$ cat config.mk
export PLATFORM = sky130hd
export DESIGN_NAME = pipelined_lane_shifter
export DESIGN_NICKNAME = d
export VERILOG_FILES = /design/src/rtl/pipelined_lane_shifter.sv
export SDC_FILE = /design/constraint.sdc
export NUM_CORES = 1
export LEC_CHECK = 0
export BUFFER_PORTS_ARGS = -buffer_cell sky130_fd_sc_hd__buf_4
export CAP_MARGIN = 25
export CORE_MARGIN = 3
export CORE_UTILIZATION = 55
export DETAILED_ROUTE_END_ITERATION = 16
export PLACE_DENSITY = 0.79
export SYNTH_ARGS = -nofsm -noshare
export SYNTH_HDL_FRONTEND = slang
export SYNTH_SLANG_ARGS = --single-unit
$ cat constraint.sdc
create_clock -name clk -period 3.6 [get_ports clk]
set_clock_uncertainty 0.15 [all_clocks]
set_input_delay 0.18 -clock clk [delete_from_list [all_inputs] [get_ports clk]]
set_output_delay 0.18 -clock clk [all_outputs]
set_load 0.005 [all_outputs]
$ cat src/rtl/pipelined_lane_shifter.sv
// Pipelined alignment shifter: one FP32 lane or two FP16 lanes, with per-lane sticky.
// Valid/ready handshake, optional inner registers, synchronous flush, fmt/tag passthrough.

package pipelined_lane_shifter_pkg;
    typedef enum logic [1:0] {
        FMT_FP32 = 2'b00,
        FMT_FP16 = 2'b01
    } fp_fmt_e;
endpackage

module pipelined_lane_shifter
    import pipelined_lane_shifter_pkg::*;
#(
    parameter logic [3:0] PIPE_MASK = 4'b0010,
    parameter int         TAG_W     = 4
) (
    input  logic             clk,
    input  logic             rst_n,
    input  logic             flush,
    input  logic             in_valid,
    output logic             in_ready,
    input  fp_fmt_e          in_fmt,
    input  logic [23:0]      in_x,
    input  logic [7:0]       in_s,
    input  logic [TAG_W-1:0] in_tag,
    output logic             out_valid,
    input  logic             out_ready,
    output logic [25:0]      out_r,
    output logic             out_sticky_h,
    output logic             out_sticky_l,
    output fp_fmt_e          out_fmt,
    output logic [TAG_W-1:0] out_tag
);

    // In FP16 mode the hi lane lives in data[25:16] and the lo lane in data[9:0].
    typedef struct packed {
        logic             valid;
        fp_fmt_e          fmt;
        logic [TAG_W-1:0] tag;
        logic [7:0]       shamt;
        logic [25:0]      data;
        logic             stk_h;
        logic             stk_l;
    } beat_t;

    typedef struct packed {
        logic             valid;
        fp_fmt_e          fmt;
        logic [TAG_W-1:0] tag;
        logic [25:0]      data;
        logic             stk_h;
        logic             stk_l;
    } res_t;

    // One binary shift stage of 2**lg; anything not FP32 takes the dual-lane path.
    function automatic beat_t shift_stage(input beat_t b, input logic [2:0] lg);
        beat_t       r;
        logic [4:0]  k;
        logic [2:0]  hidx;
        logic [25:0] m32;
        logic [9:0]  m16;
        logic [9:0]  hi;
        logic [9:0]  lo;
        r    = b;
        k    = 5'd1 << lg;
        hidx = lg + 3'd4;
        m32  = (26'd1 << k) - 26'd1;
        m16  = (10'd1 << k) - 10'd1;
        hi   = b.data[25:16];
        lo   = b.data[9:0];
        if (b.fmt == FMT_FP32) begin
            if (b.shamt[lg]) begin
                r.stk_l = b.stk_l | (|(b.data & m32));
                r.data  = b.data >> k;
            end
        end else if (lg < 3'd4) begin
            if (b.shamt[hidx]) begin
                r.stk_h = b.stk_h | (|(hi & m16));
                hi      = hi >> k;
            end
            if (b.shamt[lg]) begin
                r.stk_l = b.stk_l | (|(lo & m16));
                lo      = lo >> k;
            end
            r.data = {hi, 6'b0, lo};
        end
        return r;
    endfunction

    beat_t beat_in;
    beat_t final_in;
    beat_t final_out;
    res_t  out_d;
    res_t  out_q;
    logic  stall;

    assign stall    = out_q.valid & ~out_ready;
    assign in_ready = ~stall;

    always_comb begin
        // NOTE: every always_comb target gets a full default first so no path can infer a latch.
        beat_in       = '0;
        beat_in.valid = in_valid;
        beat_in.fmt   = in_fmt;
        beat_in.tag   = in_tag;
        beat_in.shamt = in_s;
        if (in_fmt == FMT_FP32) begin
            beat_in.data = {in_x, 2'b00};
        end else begin
            beat_in.data = {in_x[23:16], 2'b00, 6'b0, in_x[7:0], 2'b00};
        end
    end

    // Stages 0..3 shift by 16/8/4/2; each is registered when its PIPE_MASK bit is set.
    for (genvar i = 0; i < 4; i++) begin : g_stage
        beat_t stage_in;
        beat_t stage_out;
        beat_t stage_link;

        if (i == 0) begin : g_first
            assign stage_in = beat_in;
        end else begin : g_next
            assign stage_in = g_stage[i-1].stage_link;
        end

        assign stage_out = shift_stage(stage_in, 3'(4 - i));

        if (PIPE_MASK[3-i]) begin : g_reg
            beat_t stage_d;
            beat_t stage_q;

            always_comb begin
                stage_d = stage_q;
                if (!stall) stage_d = stage_out;
                if (flush)  stage_d.valid = 1'b0;
            end

            // NOTE: data is reset along with valid so no X can ever reach out_r/out_tag.
            always_ff @(posedge clk or negedge rst_n) begin
                if (!rst_n) begin
                    // NOTE: sequential state uses non-blocking assignment only.
                    stage_q <= '0;
                end else begin
                    stage_q <= stage_d;
                end
            end

            assign stage_link = stage_q;
        end else begin : g_wire
            assign stage_link = stage_out;
        end
    end

    assign final_in  = g_stage[3].stage_link;
    assign final_out = shift_stage(final_in, 3'd0);

    always_comb begin
        out_d = out_q;
        if (!stall) begin
            out_d.valid = final_out.valid;
            out_d.fmt   = final_out.fmt;
            out_d.tag   = final_out.tag;
            out_d.data  = final_out.data;
            out_d.stk_h = final_out.stk_h;
            out_d.stk_l = final_out.stk_l;
        end
        if (flush) out_d.valid = 1'b0;
    end

    always_ff @(posedge clk or negedge rst_n) begin
        if (!rst_n) begin
            out_q <= '0;
        end else begin
            out_q <= out_d;
        end
    end

    assign out_valid    = out_q.valid;
    assign out_r        = out_q.data;
    assign out_sticky_h = out_q.stk_h;
    assign out_sticky_l = out_q.stk_l;
    assign out_fmt      = out_q.fmt;
    assign out_tag      = out_q.tag;

endmodule

* Yosys cells after proc, flatten, opt, wreduce, memory -nomap -nowiden
Index checks and enable logic that the tools add are counted.
** Word-level totals
- Logic and storage cells :: 70
- Input port bits :: 43
- Output and inout bits :: 36
- Flip-flop bits (word level) :: 78
** Operators by class
- Reductions and logical operators :: 9
- Mux-type cells :: 37
- Eq/ne operators :: 1
- Bitwise operators :: 10
** Operator list (number)
- 26-bit 2-to-1 mux :: 10
- 10-bit 2-to-1 mux :: 8
- 43-bit 2-to-1 mux :: 1
- 35-bit 2-to-1 mux :: 1
- 18-bit 2-to-1 mux :: 1
- 1-bit 2-to-1 mux :: 16
- 16-bit OR reduction :: 1
- 8-bit OR reduction :: 2
- 4-bit OR reduction :: 2
- 1-bit OR :: 7
- 2-bit logical NOT :: 2
- 2-bit OR reduction :: 2
- 2-bit inequality test, second input constant :: 1
- 1-bit inverter :: 2
- 1-bit bitwise AND :: 1

* Depth between registers and ports, before layout
Gate-level depths: netlist (run 1).
- Depth in word-level cells :: 12
- Gate-level depth with buffers :: 8
- Depth with buffers taken out :: 5

* Worst setup path before layout (run 1)
Ideal clock, no wire load.
- Kind :: flip-flop to flip-flop
- Start point :: register g_stage[2].g_reg.stage_q, in the netlist final_in[41]
- End point :: register out_q, in the netlist out_r[16]
- Arrival time :: 1.613 ns
- Period minus slack after synthesis :: 1.888 ns
- Required time :: 3.325 ns
- Cell stages (with the launch flop) :: 7
- Path slack :: 1.712 ns
- Setup time :: 0.125 ns
- Cell sequence :: dfrtp_1 > nor2_2 > mux2i_2 > buf_4 > mux2i_1 > mux2i_1 > mux2_2
** Between the ends
- Longest elaborated chain between the ends :: 4
** Ends and longest elaborated chain
- from (decl) :: line 130 : beat_t stage_q;
- from (signal assigned) :: line 144 : stage_q <= stage_d;
- 2-bit logical NOT * :: line 71 : if (b.fmt == FMT_FP32) begin
- 26-bit 2-to-1 mux :: line 71
- 10-bit 2-to-1 mux / 26-bit 2-to-1 mux (equally long branches) :: line 77, 72
- 26-bit 2-to-1 mux * :: line 71
- to (signal assigned) :: line 174 : out_q <= out_d;
- to (decl) :: line 94 : res_t out_q;
Mark *: on every way between the ends. The rest lies on a longest branch, timed or not.
A chain may end at the register's enable or synchronous reset.

* Worst setup path in the final report (run 1)
- Start point :: register g_stage[2].g_reg.stage_q, in the netlist final_in[41]
- End point :: register out_q, in the netlist out_r[21]
The elaborated chain is that of the path after synthesis.

==> qor.txt, run 1 <==
Yosys reg bits - 74
Die Wd - 93.72 um
HP Start - in_x[19]
Final Max Slew Viols - 0
Reg power frac - 49.8%
Max-Cap Viols - 0
async set-reset flop share out of synthesis - 100.0%
P per Cell Area - 389.7 nW/um^2
post-route ant nets - 0
CP Launch Type - flip-flop
cell area after layout - 5109 um^2
commonest cells after routing, fill and taps aside - 81 x buf_4, 80 x nand2_1, 74 x dfrtp_1
CTS buffer count - 9
Min Hold Slack - 0.01888 ns
Int Pwr - 1399 uW
Synth warnings - 0
floorplan core area - 7370 um^2
clk slew on worst S/H paths - 0.07 ns
DRC viols - 0
Critical R2R Launch - final_in[41]
Initial Util - 57.42%
DP Area - 4788 um^2
vias in the first global route - 3615
status - completed
Arr. time, crit path - 2.62 ns
clk_lat worst skew - 0.34 ns
Synth Net Count - 524
Wirelength per Cell - 16.24 um
Reg area - 1852 um^2
grt ovf - 0
GR Util met2 - 40.15%
Layout Nets - 594
# IOs - 79
critical path type - flip-flop to flip-flop
ANT cells - 0
Post-DP HPWL - 7503 um
Clock Power Share - 26.6%
CP cell instances - or2_1 -> mux2i_1 -> mux2_2 -> a21oi_1
largest net degree at the start of global routing - 75
vias post-DR - 3790
slowest stage delay, CP - 0.94 ns
headroom to the max-slew limit - 26.06%
area grow syn2layout - 20.73%
most common cell after layout, fill and taps aside - buf_4
I/O Buffers - 78
Crit Path Max Fanout - 13
final worst path period share - 69.65%
Clock Path Buffers - 2
share of the synthesized area in the top cell type - 43.76%
fraction of layout cells with a size suffix above 1 - 21.48%
Sum Neg Setup Slack - 0 ns
hold endpoint - g_stage[2].g_reg.stage_q[19]
syn_area_per_cell - 8.797 um^2
height of the die - 93.72 um
fin util - 69.32%
Top FF cell, synth - dfrtp_1
switching power - 592.3 uW
Pre-antenna DRT Iters - 4
routed wire length - 10600 um
unrepaired setup endpoints after global routing - false
CTS tree - done
type of the worst min-delay path - input port to flip-flop
Critical Path RT - 3.71 ns
R2R depth - 4
routability cong. - 0.9214
fillers - 615
final setup fails - 0
post-CTS sizing - 0
average vias per placed instance - 5.804
fin worst setup slack - 1.092 ns
leakage - 0.002443 uW
Slew @ Worst Pin - 1.078 ns
aggregate global-route resource usage - 25.62%
slowest CP cell - mux2i_1
Hold Path Depth - 3
CP Capture Type - flip-flop
dpl ws - 1.091 ns
CTS sink cnt - 74
EDFF count, synth - 0
sequential-to-total area share from yosys stat - 43.76%
synth top area cells - dfrtp_1 44%, mux2i_1 8.5%, nand2_1 7.1%, nor2_1 5.9%, mux2_2 4.0%
met3 Resource Use GR - 4.487%
Critical R2R Capture - out_r[21]
final hold vios - 0
CTS H-tree depth - 3
first-pass GRT wire length - 17950 um
Row Count - 31
peak supply drop - 0.0002013 V
Syn Inst Count - 481
area of the multi-input gates - 2178 um^2
M1 GR Usage - 37.01%
starting DRC count in detailed routing - 274
worst reg2reg setup slack - 1.09 ns
combinational power share - 23.7%
Yosys cell types - 48
global routing's busiest layer - met2
die area - 8783 um^2
Max Freq - 0.3988 GHz
root buf cell - clkbuf_8
initial antenna violation count - 0
cell accounting for the most synthesized area - dfrtp_1
synthesized cell area - 4232 um^2
crit path time final - 2.508 ns
switching share of power - 29.75%
==> per-layer routing <==
layer / share of wire, % / routed length (um) / vias to the layer above
li1: - / - / 1838
met1: 46 / 4868 / 1805
met2: 47 / 4988 / 139
met3: 6.1 / 642 / 8
met4: 0.96 / 102 / 0
met5: 0 / 0 / -
==> critical path, delay by kind of cell, from the launching register on <==
family	cells	cell delay, ns
simple gates	1	0.38
compound gates	1	0.15
mux	2	1.36
flops	1	0.40
==> layout make-up <==
type                            instances  share of cell area, %
Tap cell                               99                  2.425
Multi-Input combinational cell        361                  42.64
Inverter                                7                 0.5143
Clock inverter                          3                 0.3674
Clock buffer                           11                  2.572
Sequential cell                        74                  36.25
Timing Repair Buffer                   98                  15.23
==> worst max-delay path by stage <==
stage | from | endpoint | slack (ns) | cells after the start
floorplan | final_in[41] | out_r[16] | 1.71 | 6
global placement | final_in[41] | out_r[21] | 1.23 | 4
detailed placement | final_in[41] | out_r[21] | 1.09 | 4
CTS | final_in[41] | out_r[21] | 1.11 | 4
global route | final_in[41] | out_r[21] | 0.92 | 4
finish | final_in[41] | out_r[21] | 1.09 | 4
==> repair_timing <==
action,4_1_cts,5_1_grt
hold endpoints to repair,90,0
hold buffers,17,0
setup buffers,0,0
==> Yosys cell counts, drive strengths merged (3+ instances only) <==
cell type	n
a21oi	31
a221oi	4
a22o	8
a22oi	7
a2bb2oi	9
a31oi	4
buf	12
clkbuf	27
dfrtp	74
inv	7
mux2	17
mux2i	38
nand2	80
nand3	3
nor2	68
nor2b	3
nor3	19
nor4	4
o21a	5
o21ai	27
o221ai	3
o22ai	11
==> per-stage QoR <==
stage	total power [uW]	std cells
after floorplan	1257	481
after global placement	1447	622
after detailed placement	1461	622
after CTS	2001	653
after global routing	2112	653
final	1991	653
==> power by group through the flow <==
stage	sequential, uW	clock (uW)	combinational, uW
floorplan	984	0	273
global placement	1000	0	445
detailed placement	1010	0	455
CTS	990	539	473
global route	1000	587	522
finish	991	529	471
==> logic make-up after synthesis <==
| logic type | after synthesis | synth area share (%) |
|---|---|---|
| AO/OA/AOI/OAI | 118 | 18.60 |
| buffers and inverters | 46 | 4.938 |
| flip-flops | 74 | 43.76 |
| multiplexers | 55 | 13.90 |
| AND/OR/NAND/NOR | 188 | 18.81 |
==> registers in the layout, indices dropped and copies added (netlist names) <==
register and count:
final_in 11, g_stage.g_reg.stage_q 28, out_fmt 2, out_r 26
out_sticky_h 1, out_sticky_l 1, out_tag 4, out_valid 1
Note: power is estimated with default switching activity, not from simulation.
==> inputs of run 2 (changes only) <==
Clock period 3.6 ns to 2.55 ns, I/O delays scaled along.
==> run 2 against run 1 <==
Worst hold slack gained 0.040 ns. Critical path type is now input port to flip-flop. Sequential cell count is the same. Sequential share of layout area shrank 1.1 points. Combinational power grew 48%. Critical endpoint is now g_stage[2].g_reg.stage_q[1]. Final cell count grew 2.0%. Routed wire length grew 5.2%. Design area grew 3.0%. Core utilization grew 2.1 points. Via count grew 2.1%. Non-clock buffer count grew 11.
==> qor.txt, run 2 (synthesized netlist as in run 1, its figures left out) <==
status - completed (unchanged)
critical path type - input port to flip-flop (was flip-flop to flip-flop)
switching share of power - 29.94% (was 29.75%)
leakage - 0.002508 uW (was 0.002443 uW)
Setup Fix Bufs, Post-CTS - 0 (unchanged)
Clock Power Share - 30.3% (was 26.6%)
combinational power share - 23.2% (was 23.7%)
commonest cells after routing, fill and taps aside - 85 x buf_4, 80 x nand2_1, 74 x dfrtp_1 (was 81 x buf_4, 80 x nand2_1, 74 x dfrtp_1)
slowest CP cell - dlygate4sd3_1 (was mux2i_1)
crit path time final - 2.385 ns
Min Hold Slack - 0.05845 ns (was 0.01888 ns)
final hold vios - 0 (unchanged)
floorplan core area - 7370 um^2 (unchanged)
Die Wd - 93.72 um (unchanged)
Crit Path Max Fanout - 8 (was 13)
peak supply drop - 0.0003341 V (was 0.0002013 V)
max FFs per register - 28 (unchanged)
largest net degree at the start of global routing - 75 (unchanged)
I/O Buffers - 78 (unchanged)
final worst path period share - 93.51%
Final Max Slew Viols - 0 (unchanged)
ANT cells - 0 (unchanged)
routability cong. - 0.9119 (was 0.9214)
Wirelength per Cell - 16.74 um (was 16.24 um)
Critical Path RT - 2.69 ns (was 3.71 ns)
Int Pwr - 2101 uW (was 1399 uW)
CP top delay family - buffers and inverters (was multiplexers)
root buf cell - clkbuf_8 (unchanged)
aggregate global-route resource usage - 27.12% (was 25.62%)
grt ovf - 0 (unchanged)
CTS sink cnt - 74 (unchanged)
initial antenna violation count - 0 (unchanged)
area grow syn2layout - 24.36% (was 20.73%)
CP Capture Type - flip-flop (unchanged)
CTS buffer count - 9 (unchanged)
Clock Path Buffers - 2 (unchanged)
Row Count - 31 (unchanged)
Reg power frac - 46.4% (was 49.8%)
fraction of layout cells with a size suffix above 1 - 22.40% (was 21.48%)
Pre-antenna DRT Iters - 5 (was 4)
most frequent CP cell - dlygate4sd3_1
CP cell instances - dlygate4sd3_1 -> buf_4 -> or3_1 -> o21ai_1 -> a22o_1 -> nor3_1 -> o22ai_1 -> dlygate4sd3_1 (was or2_1 -> mux2i_1 -> mux2_2 -> a21oi_1)
Slew @ Worst Pin - 0.9126 ns (was 1.078 ns)
clk slew on worst S/H paths - 0.09 ns (was 0.07 ns)
Cells after DPL - 627 (was 622)
most flop-heavy register - g_stage.g_reg.stage_q (unchanged)
CP Buf/Inv Count - 3 (was 0)
first-pass GRT wire length - 18770 um (was 17950 um)
unrepaired setup endpoints after global routing - false (unchanged)
average vias per placed instance - 5.811 (was 5.804)
# IOs - 79 (unchanged)
starting DRC count in detailed routing - 331 (was 274)
Finished Layout Cells - 666 (was 653)
P per Cell Area - 569.9 nW/um^2 (was 389.7 nW/um^2)
Max-Cap Viols - 0 (unchanged)
Arr. time, crit path - 2.52 ns (was 2.62 ns)
CP Launch Type - input port (was flip-flop)
Initial Util - 57.42% (unchanged)
final setup fails - 0 (unchanged)
slowest stage delay, CP - 0.56 ns (was 0.94 ns)
CTS H-tree depth - 3 (unchanged)
most common cell after layout, fill and taps aside - buf_4 (unchanged)
Max Freq - 0.4194 GHz
die area - 8783 um^2 (unchanged)
routed wire length - 11150 um (was 10600 um)
vias in the first global route - 3770 (was 3615)
headroom to the max-slew limit - 39.16% (was 26.06%)
Sum Neg Setup Slack - 0 ns (unchanged)
vias post-DR - 3870 (was 3790)
Post-DP HPWL - 7740 um (was 7503 um)
Layout Nets - 605 (was 594)
CTS tree - done (unchanged)
post-route ant nets - 0 (unchanged)
switching power - 897.9 uW (was 592.3 uW)
height of the die - 93.72 um (unchanged)
type of the worst min-delay path - input port to flip-flop (unchanged)
clk_lat worst skew - 0.34 ns (about the same)
DRC viols - 0 (unchanged)
run 2: area by class of cell:
class,instances,area [um^2]
fillers,585,2107
clock inverters,6,66.31
multi-input cells,361,2178
inverters,7,26.28
repair buffers,109,888.4
well taps,99,123.9
clock buffers,10,127.6
flip-flops and latches,74,1852
run 2: timing repair:
action,in CTS,in global routing
gates resized for setup,0,0
hold endpoints to repair,99,0
hold buffers,23,0
run 2: metal layers:
layer	share of wire, %	track usage [%]	routed length [um]	up-vias
met5	0	0	0	-
met4	1.5	7.942	169	0
met3	5.5	5.288	613	14
met2	47	41.99	5225	127
met1	46	38.78	5141	1861
li1	-	-	-	1868
run 2: power groups by stage:
stage	sequential [uW]	combinational, uW	clock [uW]
final	1390	697	910
after global routing	1410	772	986
after CTS	1390	696	917
after detailed placement	1410	663	0
after global placement	1410	648	0
after floorplan	1390	385	0
run 2: path summary, 6_finish.rpt:
check / startpoint / to / slack, ns / depth (start not counted)
max reg2reg: out_valid / final_in[42] / 0.44 / 5
max in group asynchronous: rst_n / g_stage[2].g_reg.stage_q[26] / 1.35 / 2
max: in_fmt[1] / g_stage[2].g_reg.stage_q[1] / 0.17 / 8
min in group asynchronous: rst_n / out_tag[0] / 0.31 / 2
min reg2reg: out_tag[3] / out_tag[3] / 0.32 / 2
min: in_s[2] / g_stage[2].g_reg.stage_q[0] / 0.06 / 3
run 2: worst min-delay path, delay by kind of cell:
kind | cells | cell delay, ns
buffers and inverters | 1 | 0.21
AO/OA/AOI/OAI | 2 | 0.16
run 2: metrics by stage:
step                      instance area (um^2)  setup WS, ns  total power, uW  utilization [%]
final                                     5263        0.1654             2999            71.41
after global routing                      5263       0.09333             3166            71.41
after floorplan                           4232        0.6620             1775                -
after CTS                                 5263        0.1850             3005            71.41
after global placement                    4838        0.6324             2055            65.65
after detailed placement                  4838        0.5444             2076            65.65
